## src/rtl/lsu_pkg.sv

```systemverilog
// Shared definitions for the load/store unit: Funct3 encodings, FSM state
// type, access-size decode and the spanning rule.
package lsu_pkg;

    localparam logic [2:0] F3_B  = 3'b000;
    localparam logic [2:0] F3_H  = 3'b001;
    localparam logic [2:0] F3_W  = 3'b010;
    localparam logic [2:0] F3_BU = 3'b100;
    localparam logic [2:0] F3_HU = 3'b101;

    typedef enum logic [1:0] {
        IDLE = 2'd0,
        ACC1 = 2'd1,
        ACC2 = 2'd2,
        RESP = 2'd3
    } lsu_state_t;

    typedef enum logic [1:0] {
        SZ_B = 2'd0,
        SZ_H = 2'd1,
        SZ_W = 2'd2
    } lsu_size_t;

    // Unknown encodings fall back to a full word access.
    function automatic lsu_size_t f3_size(input logic [2:0] f3);
        lsu_size_t sz;
        case (f3)
            F3_B, F3_BU: sz = SZ_B;
            F3_H, F3_HU: sz = SZ_H;
            default:     sz = SZ_W;
        endcase
        return sz;
    endfunction

    // Byte-lane mask of an access that starts at lane 0.
    function automatic logic [3:0] size_mask(input logic [2:0] f3);
        logic [3:0] m;
        case (f3_size(f3))
            SZ_B:    m = 4'b0001;
            SZ_H:    m = 4'b0011;
            default: m = 4'b1111;
        endcase
        return m;
    endfunction

    // True when the access touches bytes in the following word.
    function automatic logic spans(input logic [2:0] f3, input logic [1:0] off);
        logic s;
        case (f3_size(f3))
            SZ_B:    s = 1'b0;
            SZ_H:    s = (off == 2'd3);
            default: s = (off != 2'd0);
        endcase
        return s;
    endfunction

endpackage

```

## src/rtl/lsu_align.sv

```systemverilog
// Combinational lane alignment for the load/store unit.
// Stores: lane mask and data shifted to the byte offset; sel_hi picks the
// upper (second word) half of a split access.
// Loads: the two captured words are shifted down by the byte offset and the
// result is sign- or zero-extended according to Funct3.
module lsu_align
    import lsu_pkg::*;
#(
    parameter int DATA_W = 32
) (
    input  logic [2:0]        funct3,
    input  logic [1:0]        off,
    input  logic              sel_hi,
    input  logic [DATA_W-1:0] wd,
    input  logic [DATA_W-1:0] lo,
    input  logic [DATA_W-1:0] hi,
    output logic [3:0]        wr_mask,
    output logic [DATA_W-1:0] wdata,
    output logic [DATA_W-1:0] ld_data
);

    logic [7:0]          mask_wide;
    logic [2*DATA_W-1:0] data_wide;
    logic [DATA_W-1:0]   ld_x;
    logic [4:0]          shamt;

    // Narrow loads: signed extension for LB/LH, zero extension for LBU/LHU.
    function automatic logic [DATA_W-1:0] extend_load(input logic [2:0] f3,
                                                       input logic [DATA_W-1:0] x);
        logic signed [7:0]        xb;
        logic signed [15:0]       xh;
        logic signed [DATA_W-1:0] r;
        xb = x[7:0];
        xh = x[15:0];
        case (f3)
            F3_B:    r = xb;
            F3_H:    r = xh;
            F3_BU:   r = {{(DATA_W-8){1'b0}}, x[7:0]};
            F3_HU:   r = {{(DATA_W-16){1'b0}}, x[15:0]};
            default: r = x;
        endcase
        return r;
    endfunction

    // Shift mask and data into place, then pick the half for this cycle.
    always_comb begin
        shamt     = {off, 3'b000};
        mask_wide = {4'b0000, size_mask(funct3)} << off;
        data_wide = {{DATA_W{1'b0}}, wd} << shamt;
        ld_x      = DATA_W'({hi, lo} >> shamt);
        wr_mask   = sel_hi ? mask_wide[7:4] : mask_wide[3:0];
        wdata     = sel_hi ? data_wide[2*DATA_W-1:DATA_W] : data_wide[DATA_W-1:0];
        ld_data   = extend_load(funct3, ld_x);
    end

endmodule

```

## src/rtl/load_store_unit.sv

```systemverilog
// Load/store unit between the EX/MEM register and a word-organised data
// memory. Accepts one byte-addressed access at a time (valid/ready), performs
// one or two word-aligned memory cycles and returns a one-cycle response.
// Optional build macro: LSU_MISALIGN_TRAP_EN -- spanning accesses are not
// split but answered immediately with misalign=1.
module load_store_unit
    import lsu_pkg::*;
#(
    parameter int DM_ADDRESS = 9,
    parameter int DATA_W     = 32
) (
    input  logic                  clk,
    input  logic                  reset,
    input  logic                  req_valid,
    output logic                  req_ready,
    input  logic                  MemRead,
    input  logic                  MemWrite,
    input  logic [DM_ADDRESS-1:0] a,
    input  logic [DATA_W-1:0]     wd,
    input  logic [2:0]            Funct3,
    output logic                  resp_valid,
    output logic [DATA_W-1:0]     rd,
    output logic                  misalign,
    output logic [DM_ADDRESS-1:0] mem_addr,
    output logic                  mem_re,
    output logic [3:0]            mem_wr,
    output logic [DATA_W-1:0]     mem_wdata,
    input  logic [DATA_W-1:0]     mem_rdata
);

    lsu_state_t state, state_d;

    // Latched request
    logic [DM_ADDRESS-1:0] a_q;
    logic [DATA_W-1:0]     wd_q;
    logic [2:0]            f3_q;
    logic                  is_load_q;
    logic [DATA_W-1:0]     lo_q;

    // Output holding registers
    logic [DM_ADDRESS-1:0] addr_hold;
    logic [DATA_W-1:0]     wdata_hold;
    logic [DATA_W-1:0]     rd_q;

    logic                  accept;
    logic                  split;
    logic                  in_acc;
    logic                  sel_hi;
    logic                  finish_acc;
    logic [DM_ADDRESS-3:0] word_hi;
    logic [DM_ADDRESS-1:0] cur_addr;
    logic [DATA_W-1:0]     lo_in;
    logic [DATA_W-1:0]     hi_in;
    logic [3:0]            al_mask;
    logic [DATA_W-1:0]     al_wdata;
    logic [DATA_W-1:0]     al_ld;

    assign req_ready  = (state == IDLE) && !reset;
    assign accept     = req_valid && req_ready && (MemRead || MemWrite);
    assign split      = spans(f3_q, a_q[1:0]);
    assign in_acc     = (state == ACC1) || (state == ACC2);
    assign sel_hi     = (state == ACC2);
    assign finish_acc = ((state == ACC1) && !split) || (state == ACC2);

    // Second word wraps around the top of the data memory.
    assign word_hi  = a_q[DM_ADDRESS-1:2] + (DM_ADDRESS-2)'(1);
    assign cur_addr = sel_hi ? {word_hi, 2'b00} : {a_q[DM_ADDRESS-1:2], 2'b00};

    // The low word comes straight from memory in ACC1 and from lo_q in ACC2.
    assign lo_in = (state == ACC1) ? mem_rdata : lo_q;
    assign hi_in = (state == ACC2) ? mem_rdata : '0;

    lsu_align #(
        .DATA_W (DATA_W)
    ) u_align (
        .funct3  (f3_q),
        .off     (a_q[1:0]),
        .sel_hi  (sel_hi),
        .wd      (wd_q),
        .lo      (lo_in),
        .hi      (hi_in),
        .wr_mask (al_mask),
        .wdata   (al_wdata),
        .ld_data (al_ld)
    );

    assign mem_addr   = in_acc ? cur_addr : addr_hold;
    assign mem_wdata  = in_acc ? al_wdata : wdata_hold;
    assign mem_re     = in_acc && is_load_q;
    assign mem_wr     = (in_acc && !is_load_q) ? al_mask : 4'b0000;
    assign resp_valid = (state == RESP);
    assign rd         = rd_q;

`ifdef LSU_MISALIGN_TRAP_EN
    logic misalign_q;
    assign misalign = misalign_q && resp_valid;
`else
    assign misalign = 1'b0;
`endif

    // Next-state decode for the access sequence.
    always_comb begin
        state_d = state;
        case (state)
            IDLE: begin
                if (accept) begin
`ifdef LSU_MISALIGN_TRAP_EN
                    state_d = spans(Funct3, a[1:0]) ? RESP : ACC1;
`else
                    state_d = ACC1;
`endif
                end
            end
            ACC1:    state_d = split ? ACC2 : RESP;
            ACC2:    state_d = RESP;
            default: state_d = IDLE;
        endcase
    end

    // Control state and visible outputs; cleared by reset.
    always_ff @(posedge clk) begin
        if (reset) begin
            state      <= IDLE;
            addr_hold  <= '0;
            wdata_hold <= '0;
            rd_q       <= '0;
`ifdef LSU_MISALIGN_TRAP_EN
            misalign_q <= 1'b0;
`endif
        end else begin
            state <= state_d;
            if (in_acc) begin
                addr_hold  <= cur_addr;
                wdata_hold <= al_wdata;
            end
            if (finish_acc) begin
                rd_q <= is_load_q ? al_ld : '0;
            end
`ifdef LSU_MISALIGN_TRAP_EN
            if (accept) begin
                misalign_q <= spans(Funct3, a[1:0]);
                if (spans(Funct3, a[1:0])) begin
                    rd_q <= '0;
                end
            end
`endif
        end
    end

    // Request and first-word capture; pure data, no reset needed.
    always_ff @(posedge clk) begin
        if (accept) begin
            a_q       <= a;
            wd_q      <= wd;
            f3_q      <= Funct3;
            is_load_q <= MemRead;
        end
        if (state == ACC1) begin
            lo_q <= mem_rdata;
        end
    end

endmodule
```

## config.mk

```make
export PLATFORM = sky130hd
export DESIGN_NAME = load_store_unit
export DESIGN_NICKNAME = d
export VERILOG_FILES = /design/src/rtl/lsu_pkg.sv /design/src/rtl/lsu_align.sv /design/src/rtl/load_store_unit.sv
export SDC_FILE = /design/constraint.sdc
export NUM_CORES = 1
export LEC_CHECK = 0
export ABC_CLOCK_PERIOD_IN_PS = 7070
export CORE_MARGIN = 2
export CORE_UTILIZATION = 51
export DETAILED_ROUTE_END_ITERATION = 16
export HOLD_SLACK_MARGIN = 0.1
export PLACE_DENSITY = 0.81
export SLEW_MARGIN = 0
export SYNTH_ARGS = -nofsm -noshare
export SYNTH_HDL_FRONTEND = slang
export SYNTH_SLANG_ARGS = --single-unit
```

## constraint.sdc

```tcl
create_clock -name clk -period 7.07 [get_ports clk]
set_input_delay 2.121 -clock clk [delete_from_list [all_inputs] [get_ports clk]]
set_output_delay 2.121 -clock clk [all_outputs]
set_load 0.02 [all_outputs]
```

==> flow_summary.ini, run 1 <==
[die]
dieArea_mm2 = 0.01516
die_h_um = 123.1
core-area_mm2 = 0.01388
ios = 162
floorplan.initialDensity_pct = 52.15
fp.dieW_um = 123.1
rows = 43

[route]
vias = 5927
routed_via_density = 5.694
drc_errors = 0
routedWlPerCell_um = 18.34
drt-pass1-iter-count = 5
drt_iter0_markers = 444
wl_um = 19090
ant_nets = 0

[finish]
area_growth_pct = 30.32
multi_input_area_mm2 = 0.003398
final_design_area_no_fill_mm2 = 0.009433
seq_area_mm2 = 0.003493
nFillCells = 1050
nets = 934
drive_above_1_share_pct = 12.66
n_antenna_cell = 0

[worst_setup_path]
ff2ff_path_depth = 6
worstSetupPathType = flop to primary output
r2r-start = a_q[1]
crit_end = mem_wdata[6]
crit_chain = inv_1, ha_1, buf_4, nor2_1, a22oi_1, o22a_1, a21oi_1, clkdlybuf4s50_1
path_depth = 8
worstReg2RegEnd = rd[31]
max_stage_delay_ns = 0.76
critPathTopFamily = buffers and inverters
slowest_stage = nor2_1
crit_buf_inv = 3
crit_arrival_ns = 3.56
cp-start-kind = flop
endpoint_kind = primary output
cp_max_fo = 17
cp.required_ns = 4.95
startpoint = state[0]
reg2reg_slack_ns = 3.89

[clocking]
htreeDepth = 4
cts.sinks = 152
post-cts-setup-buffers = 0
cts_buffer_depth = 2
root_buffer = clkbuf_16
clk-insertion-delay-late_ns = 0.42
clk_pin_slew_ns = 0.06
ctsResizeCount = 0
holdBufCountCts = 0
cts_tree = yes
cts_buffers = 17

[sta]
worst_slew_pin_slew_ns = 0.9976
fin_setup_tns_ns = 0
setup_slack_ns = 1.386
slew_headroom_pct = 33.25
clock_skew_ns = 0.006001
final_hold_viol_count = 0
rsz0062_at_grt = no
fmax_mhz = 175.9
final-setup-viol-count = 0
finalMaxSlewViolations = 0
period_needed_ns = 5.684
finalCritPeriodShare_pct = 80.40

[yosys]
synth_warnings = 0
syn_nets = 799
yosysTopAreaCellShare_pct = 29.59
synth_cells = 713
yosysTopAreaCell = dfxtp_1
synth_edf_count = 45
synth_cell_types = 47
yosys-top-cells-count = dfxtp_1 (107), mux2i_1 (72), nor2_1 (70)
synth_flop_cell = dfxtp_1
yosysSeqAreaShare_pct = 48.26
synth.most_common_cell = dfxtp_1
synth.avg_cell_area_um2 = 10.15
syn-cell-area_mm2 = 0.007238
synth_area_leaders = dfxtp_1 (30%), edfxtp_1 (19%), mux2i_1 (10%)
synth_seq_cells = 152
ys_async_sr_fraction_pct = 0

[global_route]
grt_pass1_vias = 6042
grtUsageTotal_pct = 25.67
antenna_found_initial = 1
grt_pass1_wl_um = 29860
grt_max_degree = 56
gr-total-overflow = 0

[power]
peakVddDrop_v = 0.0004243
pwr_density_cell_mw_per_mm2 = 451.2
power_mw = 4.256
cellLeakagePower_nw = 3.608

[placement]
gp_congestion = 0.8797
placed_cell_area_mm2 = 0.008837
port_buffers = 160
hpwl_um = 13170
pre_cts_ws_ns = 1.855

[min_path]
hold_depth = 2
hp-class = flop to flop

[run_status]
status = finished, final reports clean

[job]
max-cap-violations = 0
[cells by family after synthesis]
logic type	Yosys count	share of synthesized area, %
XOR/XNOR	6	0.7260
multiplexers	118	17.42
other	1	0.05181
flip-flops	152	48.26
AND/OR/NAND/NOR	214	14.26
buffers and inverters	67	4.892
adder cells (fa/ha/maj)	5	0.8643
AO/OA/AOI/OAI	150	13.52
[how the worst min path moves through the flow]
stage,start,end
after floorplan,lo_q[1],lo_q[1]
after global placement,rd[27],rd[27]
after detailed placement,rd[27],rd[27]
after CTS,rd[15],rd[15]
after global routing,rd[15],rd[15]
final,rd[15],rd[15]
[layer usage]
metal / wire (um) / global-route usage, % / vias to the layer above
met2: 9255 / 42.48 / 244
met1: 7906 / 31.73 / 2832
met4: 457 / 11.01 / 2
met3: 1458 / 6.596 / 37
met5: 12 / 0 / -
li1: - / - / 2812
[flip-flops by register name, summed over array words and instances (netlist names)]
signal      flops
a_q             9
addr_hold       9
f3_q            3
is_load_q       1
lo_q           32
rd             32
state           2
wd_q           32
wdata_hold     32
[cell usage in the layout (no fill, tap or decap), drive strengths merged, types with 29 or more instances in the layout]
| master | synthesis | layout |
|---|---|---|
| nor2 | 70 | 70 |
| edfxtp | 45 | 45 |
| o21ai | 29 | 29 |
| a21oi | 49 | 49 |
| mux2i | 72 | 72 |
| nor2b | 42 | 42 |
| mux2 | 46 | 46 |
| dfxtp | 107 | 107 |
| nand2 | 53 | 53 |
| clkdlybuf4s50 | 0 | 159 |
[report_power, final]
part / switching, mW / total (mW) / internal, mW
sequential: 0.0949 / 1.24 / 1.14
clock: 0.354 / 0.914 / 0.561
combinational: 1.16 / 2.10 / 0.940
[metrics by stage]
stage / util, % / instances / hold slack (ns)
6_report: 67.96 / 1041 / 0.4487
5_1_grt: 67.96 / 1041 / 0.4665
2_1_floorplan: - / 713 / 0.4501
3_5_place_dp: 63.67 / 1009 / 0.4423
3_3_place_gp: 63.67 / 1009 / 0.4368
4_1_cts: 67.96 / 1041 / 0.4507
[tightest hold or removal path: cells and delay by family (launching register included)]
kind,cells,cell delay [ns]
simple gates,2,0.09
flops,1,0.31
[area by class of cell]
cell class                      instances  area share (%)
Sequential cell                       152           37.03
Inverter                               13          0.5173
Clock inverter                         13           1.618
Multi-Input combinational cell        494           36.03
Clock buffer                           19           4.696
Timing Repair Buffer                  170           17.72
Tap cell                              180           2.388
No activity file was read; power rests on OpenSTA's default activity.
==> run 2, diff against run 1 <==
--- a/config.mk
+++ b/config.mk
@@ -5,12 +5,12 @@
 export SDC_FILE = /design/constraint.sdc
 export NUM_CORES = 1
 export LEC_CHECK = 0
-export ABC_CLOCK_PERIOD_IN_PS = 7070
+export ABC_CLOCK_PERIOD_IN_PS = 4900
 export CORE_MARGIN = 2
-export CORE_UTILIZATION = 51
+export CORE_UTILIZATION = 46
 export DETAILED_ROUTE_END_ITERATION = 16
 export HOLD_SLACK_MARGIN = 0.1
-export PLACE_DENSITY = 0.81
+export PLACE_DENSITY = 0.77
 export SLEW_MARGIN = 0
 export SYNTH_ARGS = -nofsm -noshare
 export SYNTH_HDL_FRONTEND = slang
==> constraint.sdc (replaced) <==
create_clock -name clk -period 4.9 [get_ports clk]
set_input_delay 1.47 -clock clk [delete_from_list [all_inputs] [get_ports clk]]
set_output_delay 1.47 -clock clk [all_outputs]
set_load 0.02 [all_outputs]
==> flow_summary.ini, run 2 (same netlist as run 1, synthesis figures left out) <==
[clocking]
cts_tree = yes
clk-insertion-delay-late_ns = 0.43
post-cts-setup-buffers = 0
cts_buffer_depth = 2
cts.sinks = 152
ctsResizeCount = 0
root_buffer = clkbuf_16
htreeDepth = 4
cts_buffers = 17
holdBufCountCts = 0
clk_pin_slew_ns = 0.06

[finish]
area_growth_pct = 33.19
final_common_cell = clkdlybuf4s50_1
n_antenna_cell = 0
final_cell_mix = clkdlybuf4s50_1 (159), dfxtp_1 (107), mux2i_1 (72)
drive_above_1_share_pct = 13.36
nets = 941

[route]
drt_iter0_markers = 421
vias = 5836
drc_errors = 0
routedWlPerCell_um = 17.71
routed_via_density = 5.409
wl_um = 19110
ant_nets = 0
drt-pass1-iter-count = 5

[global_route]
grt_max_degree = 58
grt_pass1_wl_um = 29340
gr-total-overflow = 0
grtUsageTotal_pct = 23.06
grt_pass1_vias = 5494
antenna_found_initial = 0

[sta]
finalCritPeriodShare_pct = 94.91
fin_setup_tns_ns = 0
rsz0062_at_grt = no
final_hold_viol_count = 0
fmax_mhz = 215.0
clock_skew_ns = 0.006416
finalMaxSlewViolations = 0
setup_slack_ns = 0.2497
period_needed_ns = 4.650
final-setup-viol-count = 0
slew_headroom_pct = 51.10
worst_slew_pin_slew_ns = 0.7312

[worst_setup_path]
crit_arrival_ns = 3.18
cp_max_fo = 16
cp.required_ns = 3.43
endpoint_kind = primary output
cp-start-kind = flop
reg2reg_slack_ns = 2.30
worstSetupPathType = flop to primary output

[job]
max-cap-violations = 0

[die]
rows = 45
floorplan.initialDensity_pct = 47.26
ios = 162
core-area_mm2 = 0.01531
dieArea_mm2 = 0.01675
die_h_um = 129.4
fp.dieW_um = 129.4

[placement]
port_buffers = 160
hpwl_um = 13220
gp_congestion = 0.8827
pre_cts_ws_ns = 0.7549

[power]
p_int_mw = 4.043
pwr_density_cell_mw_per_mm2 = 659.2
peakVddDrop_v = 0.0005801
pwr-share-seq_pct = 28.0
pwr-share-comb_pct = 48.0
clockPowerShare_pct = 24.0
switchingPower_mw = 2.312
switching_share_pct = 36.38
power_mw = 6.355
cellLeakagePower_nw = 3.692

[run_status]
status = finished, final reports clean

[min_path]
hp-class = flop to flop
-- run 2: layer usage --
metal / global-route usage [%] / up-vias / wire length (um)
met5: 0 / - / 0
met3: 6.111 / 41 / 1367
li1: - / 2837 / -
met2: 37.31 / 247 / 9034
met1: 29.53 / 2711 / 8186
met4: 9.235 / 0 / 524
-- run 2: path summary, 6_finish.rpt --
path,from,to,cells after the start
max reg2reg,state[0],rd[20],8
min reg2reg,rd[15],rd[15],2
min,rd[15],rd[15],2
max,state[0],mem_wdata[5],7
-- run 2: final cells by class --
| cell class | instances | area [um^2] |
|---|---|---|
| inverter | 13 | 48.80 |
| tap | 211 | 264.0 |
| timing repair buffer | 177 | 1737 |
| fill | 1296 | 5674 |
| clock buffer | 20 | 446.7 |
| clock inverter | 12 | 246.5 |
| sequential | 152 | 3493 |
| multi-input combinational | 494 | 3405 |
-- run 2: power groups by stage --
stage	clock network [mW]	logic, mW	registers, mW
floorplan	0	1.90	1.82
global placement	0	2.98	1.79
detailed placement	0	3.01	1.80
CTS	1.54	3.06	1.78
global route	1.60	3.28	1.81
finish	1.53	3.05	1.78
-- run 2: per-stage QoR --
step / util (%) / hold WS (ns) / instances / instance area (um^2)
finish: 62.95 / 0.4357 / 1079 / 9641
global route: 62.95 / 0.4623 / 1079 / 9641
CTS: 62.95 / 0.4384 / 1079 / 9641
detailed placement: 58.42 / 0.4361 / 1047 / 8947
global placement: 58.42 / 0.4287 / 1047 / 8947
floorplan: - / 0.4501 / 713 / 7243
-- run 2: worst max-delay path, stage by stage (launching register included) --
cell	delay, ns
dfxtp_1	0.38
inv_1	0.09
ha_1	0.40
nor2_1	0.57
a22oi_1	0.14
o22a_1	0.21
a21oi_1	0.29
clkdlybuf4s50_1	0.67
